--- config.mk ---
export PLATFORM = sky130hd
export DESIGN_NAME = sdram_line_packer
export DESIGN_NICKNAME = d
export VERILOG_FILES = /design/src/rtl/sdram_line_packer.sv
export SDC_FILE = /design/constraint.sdc
export NUM_CORES = 1
export LEC_CHECK = 0
export ABC_AREA = 0
export BUFFER_PORTS_ARGS = -buffer_cell sky130_fd_sc_hd__buf_4
export CAP_MARGIN = 20
export CORE_ASPECT_RATIO = 2
export CORE_UTILIZATION = 25
export DETAILED_ROUTE_END_ITERATION = 12
export GPL_TIMING_DRIVEN = 0
export PLACE_DENSITY = 0.4
export SLEW_MARGIN = 20
export SYNTH_ARGS = -nofsm -noshare
export SYNTH_HDL_FRONTEND = slang
export SYNTH_SLANG_ARGS = --single-unit
--- constraint.sdc ---
create_clock -name iclk -period 4.76 [get_ports iclk]
set_clock_uncertainty 0.1 [all_clocks]
set_input_delay 0.952 -clock iclk [delete_from_list [all_inputs] [get_ports iclk]]
set_output_delay 0.952 -clock iclk [all_outputs]
set_load 0.01 [all_outputs]
--- src/rtl/sdram_line_packer.sv ---
// Packs an incoming byte stream into 128-bit lines and hands each line to the
// SDRAM controller over a req/ack handshake, with one line of buffering in flight.
module sdram_line_packer #(
  parameter int unsigned ADDR_STEP = 8,
  parameter logic [7:0]  PAD_BYTE  = 8'h00
) (
  input  logic         iclk,
  input  logic         ireset_n,
  input  logic         ibyte_valid,
  input  logic [7:0]   ibyte,
  input  logic         iframe_end,
  input  logic         iaddr_load,
  input  logic [21:0]  istart_address,
  output logic         owrite_req,
  output logic [21:0]  owrite_address,
  output logic [127:0] owrite_data,
  input  logic         iwrite_ack,
  output logic         obusy,
  output logic         ooverflow,
  output logic [15:0]  oline_count,
  output logic         oframe_done
);

  typedef enum logic [1:0] {
    S_IDLE     = 2'd0,
    S_REQ      = 2'd1,
    S_WAIT_LOW = 2'd2
  } state_t;

  state_t         state_q, state_d;
  logic [127:0]   asm_q, asm_d;
  logic [4:0]     byte_cnt_q, byte_cnt_d;
  logic [127:0]   pend_q, pend_d;
  logic           pend_vld_q, pend_vld_d;
  logic [21:0]    addr_q, addr_d;
  logic [15:0]    line_cnt_q, line_cnt_d;
  logic           ovf_q, ovf_d;
  logic           flush_q, flush_d;
  logic           frame_done_q, frame_done_d;

  logic [127:0]   asm_eff;
  logic [4:0]     cnt_eff;
  logic           pend_free;
  logic           line_move;
  logic           done_cond;
  logic           busy;

  function automatic logic [127:0] insert_byte(input logic [127:0] line,
                                               input logic [3:0]   idx,
                                               input logic [7:0]   b);
    logic [127:0] r;
    r = line;
    r[{idx, 3'b000} +: 8] = b;
    return r;
  endfunction

  // Bytes at and above position cnt become PAD_BYTE.
  function automatic logic [127:0] pad_line(input logic [127:0] line,
                                            input logic [4:0]   cnt);
    logic [127:0] r;
    r = line;
    for (int k = 0; k < 16; k++) begin
      if (5'(k) >= cnt) r[8*k +: 8] = PAD_BYTE;
    end
    return r;
  endfunction

  // State register
  always_ff @(posedge iclk or negedge ireset_n) begin
    if (!ireset_n) state_q <= S_IDLE;
    else           state_q <= state_d;
  end

  // Next-state logic
  always_comb begin
    state_d = state_q;
    case (state_q)
      S_IDLE:     if (pend_vld_q)  state_d = S_REQ;
      S_REQ:      if (iwrite_ack)  state_d = S_WAIT_LOW;
      S_WAIT_LOW: if (!iwrite_ack) state_d = S_IDLE;
      default:                     state_d = S_IDLE;
    endcase
  end

  // Output logic
  always_comb begin
    owrite_req = (state_q == S_REQ);
    busy       = (byte_cnt_q != 5'd0) | pend_vld_q | (state_q != S_IDLE);
  end

  // A byte arriving with iframe_end is packed before the flush pads the line;
  // a full line held because pending is occupied (cnt==16) rejects new bytes.
  always_comb begin
    asm_eff = asm_q;
    cnt_eff = byte_cnt_q;
    ovf_d   = ovf_q;
    if (ibyte_valid) begin
      if (byte_cnt_q == 5'd16) begin
        ovf_d = 1'b1;
      end else begin
        asm_eff = insert_byte(asm_q, byte_cnt_q[3:0], ibyte);
        cnt_eff = byte_cnt_q + 5'd1;
      end
    end
    if (iframe_end && (cnt_eff != 5'd0) && (cnt_eff != 5'd16)) begin
      asm_eff = pad_line(asm_eff, cnt_eff);
      cnt_eff = 5'd16;
    end

    pend_free = (state_q == S_REQ) && iwrite_ack;
    line_move = (cnt_eff == 5'd16) && (!pend_vld_q || pend_free);

    asm_d      = asm_eff;
    byte_cnt_d = cnt_eff;
    pend_d     = pend_q;
    pend_vld_d = pend_vld_q & ~pend_free;
    if (line_move) begin
      asm_d      = '0;
      byte_cnt_d = 5'd0;
      pend_d     = asm_eff;
      pend_vld_d = 1'b1;
    end
  end

  always_comb begin
    addr_d     = addr_q;
    line_cnt_d = line_cnt_q;
    if (pend_free) begin
      addr_d     = addr_q + 22'(ADDR_STEP);
      line_cnt_d = line_cnt_q + 16'd1;
    end else if (iaddr_load && !busy) begin
      addr_d = istart_address;
    end
  end

  // A frame-end seen while the pulse fires starts a new frame rather than being lost.
  always_comb begin
    done_cond    = flush_q && (byte_cnt_q == 5'd0) && !pend_vld_q && (state_q == S_IDLE);
    frame_done_d = done_cond;
    flush_d      = iframe_end | (flush_q & ~done_cond);
  end

  always_ff @(posedge iclk or negedge ireset_n) begin
    if (!ireset_n) begin
      asm_q        <= '0;
      byte_cnt_q   <= 5'd0;
      pend_q       <= '0;
      pend_vld_q   <= 1'b0;
      addr_q       <= 22'd0;
      line_cnt_q   <= 16'd0;
      ovf_q        <= 1'b0;
      flush_q      <= 1'b0;
      frame_done_q <= 1'b0;
    end else begin
      asm_q        <= asm_d;
      byte_cnt_q   <= byte_cnt_d;
      pend_q       <= pend_d;
      pend_vld_q   <= pend_vld_d;
      addr_q       <= addr_d;
      line_cnt_q   <= line_cnt_d;
      ovf_q        <= ovf_d;
      flush_q      <= flush_d;
      frame_done_q <= frame_done_d;
    end
  end

  assign owrite_address = addr_q;
  assign owrite_data    = pend_q;
  assign obusy          = busy;
  assign ooverflow      = ovf_q;
  assign oline_count    = line_cnt_q;
  assign oframe_done    = frame_done_q;

endmodule
==> results of run 1 <==
-- layout make-up --
class	instances	area, sq um	share of cell area
clock buffer	41	853	0.0512
timing repair buffer	207	1620	0.0973
inverter	9	33.8	0.00203
buffer	87	502	0.0301
tap	660	826	0.0495
sequential	305	7630	0.458
multi-input combinational	784	4970	0.298
clock inverter	15	234	0.0140
-- synth_stat cells, types with 2 or more instances --
library cell	instances	area share
nand2b_1	2	0.00095
inv_1	8	0.0023
nor2_1	49	0.014
o21ai_0	29	0.011
nor3_1	117	0.045
nand4_1	11	0.0052
ha_1	4	0.0038
nor2b_1	6	0.0029
nand3_1	21	0.0080
and3_1	7	0.0033
or2_2	2	0.00095
nor4_4	2	0.0032
o31ai_1	112	0.064
a21boi_2	3	0.0026
a211oi_2	3	0.0029
nand3b_1	4	0.0023
nor4_1	2	0.00095
buf_1	6	0.0017
o311ai_0	8	0.0053
nand2_1	192	0.055
nor3_2	3	0.0023
buf_4	7	0.0040
a21oi_1	9	0.0034
a31oi_1	6	0.0029
nand4b_1	3	0.0020
dfrtp_1	305	0.58
o211ai_1	9	0.0051
and2_1	5	0.0024
buf_6	13	0.011
xnor2_1	17	0.011
a221o_1	2	0.0015
mux2i_1	123	0.094
buf_2	40	0.015
o21a_1	5	0.0029
xor2_1	6	0.0040
mux2_2	2	0.0017
o211a_1	2	0.0015
clkbuf_1	21	0.0060
-- registers in the layout (all words and copies together), names as in the netlist --
register and count:
asm_q 128, byte_cnt_q 5, flush_q 1, oframe_done 1, oline_count 16, ooverflow 1, owrite_address 22, owrite_data 128
pend_vld_q 1, state_q 2
-- power by group --
group	switching, mW	internal, mW	total, mW
registers	0.260	2.87	3.13
clock network	1.09	1.58	2.68
logic	1.71	0.825	2.54
total	3.07	5.27	8.34
-- per-layer routing --
layer,up-vias,wire [um],global-route usage,part of all wire
met5,-,0,0,0
met4,0,1440,0.0612,0.032
met3,63,2260,0.0314,0.050
met2,261,24300,0.318,0.54
met1,5020,16800,0.186,0.38
li1,4692,-,-,-
-- critical path, cell delays in order, from the launching register on --
cell	delay, ns
dfrtp_1	0.42
inv_1	0.20
ha_1	0.17
buf_2	0.20
nand2b_1	0.09
nor2_1	0.38
nand2_1	0.13
buf_4	0.18
-- path summary, 6_finish.rpt --
| path | start | endpoint | slack (ns) |
|---|---|---|---|
| min | ireset_n | oline_count[11] | 0.19 |
| max | byte_cnt_q[0] | obusy | 1.38 |
| max reg2reg | byte_cnt_q[0] | owrite_data[69] | 1.53 |
| max in group asynchronous | ireset_n | owrite_data[37] | 3.14 |
| min reg2reg | owrite_data[90] | owrite_data[90] | 0.38 |
| min in group iclk | owrite_data[90] | owrite_data[90] | 0.38 |
-- kinds of logic after synthesis --
family	synth area share
AOI/OAI and AO/OA	0.112
xor gates and xnor gates	0.0153
adders and majority gates	0.00381
buffers and inverters	0.0407
DFF	0.581
muxes	0.0955
and+or+nand+nor	0.152
==> summary.md, run 1 <==
| Metric | Value |
|---|---|
| Total congestion overflow | `0` |
| Class of the tightest hold or removal check | `input pin to asynchronous set/reset pin` |
| Post-route minimum period | `3.38 ns` |
| Clk buf depth | `3` |
| Async set or reset register ratio after synthesis | `1.00` |
| First-pass iteration count of the detailed router | `4` |
| Post-synth EDFFs | `0` |
| Pwr per Cell Area | `500 mW/mm^2` |
| Die ar. | `0.0535 sq mm` |
| Post-CTS Setup Bufs | `0` |
| Clk sink count | `305` |
| Starting utilization of the core area | `0.253` |
| All-Layer GR Usage | `0.170` |
| Sequential-to-total area share from yosys stat | `0.581` |
| Cells resized by post-CTS repair | `0` |
| Horizontal die dimension | `164 um` |
| Count of cells along the worst register-to-register path | `12` |
| Kind of end point of the critical path | `primary output` |
| Average instance area after synthesis | `11.1 sq um` |
| Final wirelength | `44.9 mm` |
| Detailed-route DRC error count | `0` |
| Total non-filler cell area in the finished layout | `0.0167 sq mm` |
| Total power | `8.34 mW` |
| Most frequent standard cell in the layout excluding fill and tap cells | `dfrtp_1` |
| Clock slew seen by the registers of the worst setup and hold paths | `0.06 ns` |
| Area of placed instances | `0.0156 sq mm` |
| Via count of the first global-routing pass | `10500` |
| Final Hold Viols | `0` |
| Run status | `finished, final reports clean` |
| Largest net degree at the start of global routing | `93` |
| RSZ-0062 raised after global routing | `false` |
| Total number of vias | `10000` |
| Number of nets in the synthesized netlist | `1225` |
| Share of the cycle needed by the critical path after routing | `0.710` |
| Data required time of the critical path | `3.71 ns` |
| Launching element type of the critical path | `flop` |
| Post-layout worst setup margin | `1.38 ns` |
| Antenna cell count | `0` |
| Floorplan die height | `326 um` |
| TritonCTS clock tree | `yes` |
| Final-report setup violation count | `0` |
| Number of nets with antenna violations after detailed routing | `0` |
| Post-synthesis instance area | `0.0131 sq mm` |
| Worst-case hold slack | `0.194 ns` |
| Worst-skew pair later-pin latency | `0.57 ns` |
| Setup slack at placement | `1.27 ns` |
| Floorplan core area | `0.0518 sq mm` |
| Wire per inst | `21.3 um` |
| Slew Viols, Final | `0` |
| Critical setup path kind | `flop to primary output` |
| Gate count after technology mapping | `1185` |
| Static leakage | `8.00 nW` |
| #FFs+latches synth | `305` |
| Fill cell total of the finished layout | `5319` |
| Worst ir drop on vdd | `329 uV` |
| Final standard cell count with taps included and fillers excluded | `2108` |
| Top Ports | `206` |
| Signal arrival time at the worst endpoint | `2.33 ns` |
| Detailed-route vias per instance | `4.76` |
| Final #Nets | `1465` |
| Relative max-transition margin | `0.256` |
| Maximum operating frequency | `0.296 GHz` |
| Number of different library cells in the post-synthesis netlist | `57` |
| RD Place Congestion | `0.835` |
| First-pass GRT wire length | `67.6 mm` |
| HPWL Detailed | `32.4 mm` |
| Count of placed standard cells including taps | `2052` |
| Number of buffers created by CTS | `31` |
| Initial DRC count | `432` |
| Proportion of layout cells with a drive suffix above 1 | `0.235` |
| Aggregate negative setup slack | `0 ns` |
| Slew at the pin with the worst max-slew slack | `1.12 ns` |
| Final core utilization | `0.322` |
| Number of violations of the max-capacitance limit | `0` |
| Row count | `118` |
| Most used cells in the layout excluding fill and tap cells | `305 x dfrtp_1, 210 x buf_4, 192 x nand2_1` |
| Most used flip-flop cell after synthesis | `dfrtp_1` |
| Number of warning messages in the yosys log | `0` |
| # port buffers | `204` |
| Number of H-tree branching levels | `1` |
| Area added between synthesis and finish | `26.9%` |
| CTS root buffer | `clkbuf_16` |
| Initial antenna violation count | `0` |
| CTS hold repair buffers | `0` |
| Biggest fanout along the worst timing path | `10` |
No activity file was read; power rests on OpenSTA's default activity.
==> inputs of run 2 (changes only) <==
ABC_AREA = 1   (was 0)
PLACE_DENSITY = 0.39   (was 0.4)
clock period = 3.5 ns   (was 4.76 ns; I/O delays follow)
==> run 2 against run 1 <==
Net effect:
- power grew 51%
- sequential cell count is the same
- die area grew 6.7%
- worst setup slack lost 1.1 ns
- cell area grew 6.2%
- via count grew 18%
- worst hold slack lost 0.15 ns
- critical path depth grew 2
- largest power group unchanged
==> summary.md, run 2 <==
| Metric | Value |
|---|---|
| Kind of end point of the critical path | `flop` |
| All-Layer GR Usage | `0.182 (+0.0118)` |
| Row count | `122 (+3.4%)` |
| First-pass iteration count of the detailed router | `5 (+1)` |
| Sequential-to-total area share from yosys stat | `0.544 (-0.0369)` |
| Number of H-tree branching levels | `2 (+1)` |
| Synth cell count leaders | `512 x nand2_1, 305 x dfrtp_1, 180 x o21ai_0, 169 x inv_1, 96 x nor2_1` |
| Antenna cell count | `0 (unchanged)` |
| Final Hold Viols | `0 (unchanged)` |
| Number of buffers created by CTS | `34 (+9.7%)` |
| Initial antenna violation count | `1 (+1)` |
| Clock slew seen by the registers of the worst setup and hold paths | `0.06 ns (about the same)` |
| Most used cells in the layout excluding fill and tap cells | `512 x nand2_1, 305 x dfrtp_1, 222 x buf_4` |
| Slowest cell on the critical path | `o21ai_0` |
| Number of different library cells in the post-synthesis netlist | `44 (-23%)` |
| Proportion of layout cells with a drive suffix above 1 | `0.182 (-0.0532)` |
| Relative max-transition margin | `0.240 (-0.0160)` |
| Area added between synthesis and finish | `26.2%` |
| Class of the tightest hold or removal check | `input pin to asynchronous set/reset pin` |
| Setup slack, reg-to-reg | `0.26 ns (-1.27 ns)` |
| Total power | `12.6 mW (+51%)` |
| Share of the cycle needed by the critical path after routing | `0.925` |
| Initial DRC count | `574 (+33%)` |
| Floorplan die height | `337 um (+3.3%)` |
| Wire per inst | `18.9 um (-11%)` |
| Final #Nets | `1968 (+34%)` |
| Largest net degree at the start of global routing | `91 (-2.2%)` |
| Average instance area after synthesis | `8.33 sq um (-25%)` |
| First-pass GRT wire length | `76.9 mm (+14%)` |
| Critical setup path kind | `flop to flop` |
| Largest delay share family, worst path | `compound AO/OA/AOI/OAI gates` |
| Post-synthesis instance area | `0.0140 sq mm (+6.8%)` |
| Area of placed instances | `0.0166 sq mm (+6.5%)` |
| Clk buf depth | `3 (unchanged)` |
| Slew Viols, Final | `0 (unchanged)` |
| Number of nets with antenna violations after detailed routing | `0 (unchanged)` |
| Via count of the first global-routing pass | `12100 (+15%)` |
| Most frequent standard cell in the layout excluding fill and tap cells | `nand2_1` |
| Number of warning messages in the yosys log | `0 (unchanged)` |
| Final standard cell count with taps included and fillers excluded | `2693 (+28%)` |
| RD Place Congestion | `0.863 (+3.3%)` |
| Signal arrival time at the worst endpoint | `3.60 ns (+1.27 ns)` |
| Most used flip-flop cell after synthesis | `dfrtp_1` |
| Cell with the most instances after synthesis | `nand2_1` |
| Worst ir drop on vdd | `290 uV (-12%)` |
| Launching element type of the critical path | `flop` |
| Final core utilization | `0.319 (-0.00232)` |
| Slew at the pin with the worst max-slew slack | `1.14 ns (+0.0240 ns)` |
| Final-report setup violation count | `0 (unchanged)` |
| Detailed-route vias per instance | `4.41 (-7.3%)` |
| Pwr per Cell Area | `710 mW/mm^2 (+42%)` |
| Total congestion overflow | `0 (unchanged)` |
| Gate count after technology mapping | `1684 (+42%)` |
| Post-route minimum period | `3.24 ns` |
| Static leakage | `9.35 nW (+17%)` |
| Total number of vias | `11900 (+18%)` |
| Cell-by-cell trace of the critical path | `inv_2, ha_1, nand4_1, nand2_2, inv_1, nand3_1, o21ai_0, o21ai_0, o21ai_0` |
| Data required time of the critical path | `3.86 ns (+0.15 ns)` |
| CTS root buffer | `clkbuf_16` |
| TritonCTS clock tree | `yes` |
| Count of placed standard cells including taps | `2636 (+28%)` |
| Biggest fanout along the worst timing path | `8 (-2)` |
| Maximum cell stage delay along the critical path | `0.81 ns (+0.39 ns)` |
| Run status | `finished, final reports clean` |
| Async set or reset register ratio after synthesis | `1.00 (unchanged)` |
| #FFs+latches synth | `305 (unchanged)` |
| Detailed-route DRC error count | `0 (unchanged)` |
| Area leader, netlist | `dfrtp_1` |
| Most used cell along the critical path | `o21ai_0` |
| Cells resized by post-CTS repair | `0 (unchanged)` |
| CTS hold repair buffers | `0 (unchanged)` |
| Post-synth EDFFs | `0 (unchanged)` |
| Horizontal die dimension | `169 um (+3.3%)` |
| Floorplan core area | `0.0554 sq mm (+6.9%)` |
| RSZ-0062 raised after global routing | `false` |
| WP buf/inv | `2 (-1)` |
| Fill cell total of the finished layout | `5959 (+12%)` |
| Area share of the leading cell type in the synthesized netlist | `0.544 (-0.0369)` |
| Total non-filler cell area in the finished layout | `0.0177 sq mm (+6.2%)` |
| Maximum operating frequency | `0.309 GHz` |
| Die ar. | `0.0571 sq mm (+6.7%)` |
| Number of violations of the max-capacitance limit | `0 (unchanged)` |
| Post-CTS Setup Bufs | `0 (unchanged)` |
| Worst-skew pair later-pin latency | `0.55 ns (-0.02 ns)` |
| Top Ports | `206 (unchanged)` |
| Starting utilization of the core area | `0.253 (-0.000358)` |
| Clk sink count | `305 (unchanged)` |
| # port buffers | `204 (unchanged)` |
| HPWL Detailed | `37.8 mm (+16%)` |
| Final wirelength | `50.9 mm (+14%)` |
| Dominant cells by area after synthesis | `dfrtp_1 54%, nand2_1 14%, o21ai_0 6.4%` |
| Number of nets in the synthesized netlist | `1724 (+41%)` |
## run 2: kinds of logic (layout without fill, tap and decap cells)
group	count (synthesis)	in the layout	share of synthesized area
AOI/OAI and AO/OA	296	296	0.114
xor gates and xnor gates	20	20	0.0130
adders and majority gates	4	4	0.00357
buffers and inverters	260	525	0.0815
DFF	305	305	0.544
muxes	4	4	0.00286
and+or+nand+nor	795	795	0.241
## run 2: final cells by class
type                            count  area [sq um]  area share
Clock inverter                      9           103     0.00580
Multi-Input combinational cell   1119          5250       0.297
Timing Repair Buffer              208          1630      0.0923
Sequential cell                   305          7630       0.431
Buffer                             84           484      0.0274
Inverter                          176           661      0.0373
Clock buffer                       48          1000      0.0568
Tap cell                          744           931      0.0526
## run 2: where the power goes
part | internal, mW | switching (mW)
clock | 2.15 | 1.56
sequential | 4.12 | 0.408
combinational | 1.44 | 2.88
## run 2: worst paths after layout
check	end	cells past startpoint	startpoint
worst max register to register	owrite_data[51]	9	byte_cnt_q[0]
max in group asynchronous	owrite_data[9]	3	ireset_n
min in group iclk	owrite_address[9]	3	istart_address[9]
worst min register to register	owrite_address[2]	2	owrite_address[2]
worst max-delay path	owrite_data[51]	9	byte_cnt_q[0]
worst min-delay path	oline_count[11]	1	ireset_n
## run 2: worst register-to-register path, stage by stage, from the launching register on
cell and delay, ns:
dfrtp_1 0.50, inv_2 0.13, ha_1 0.32, nand4_1 0.23
nand2_2 0.16, inv_1 0.14, nand3_1 0.09, o21ai_0 0.81
o21ai_0 0.42, o21ai_0 0.25
## run 2: stage by stage
step | setup slack [ns] | TNS, ns | hold slack, ns
floorplan | 1.20 | 0 | 0.304
global placement | -1.49 | -430.56 | 0.354
detailed placement | 0.287 | 0 | 0.365
CTS | 0.260 | 0 | 0.0627
finish | 0.263 | 0 | 0.0442
global route | 0.0537 | 0 | 0.104
## run 2: per-layer routing
metal	wire [um]	up-vias	GRT usage
met5	17	-	0
met3	2690	73	0.0360
li1	-	5828	-
met4	1880	2	0.0753
met2	27400	302	0.343
met1	19000	5680	0.194
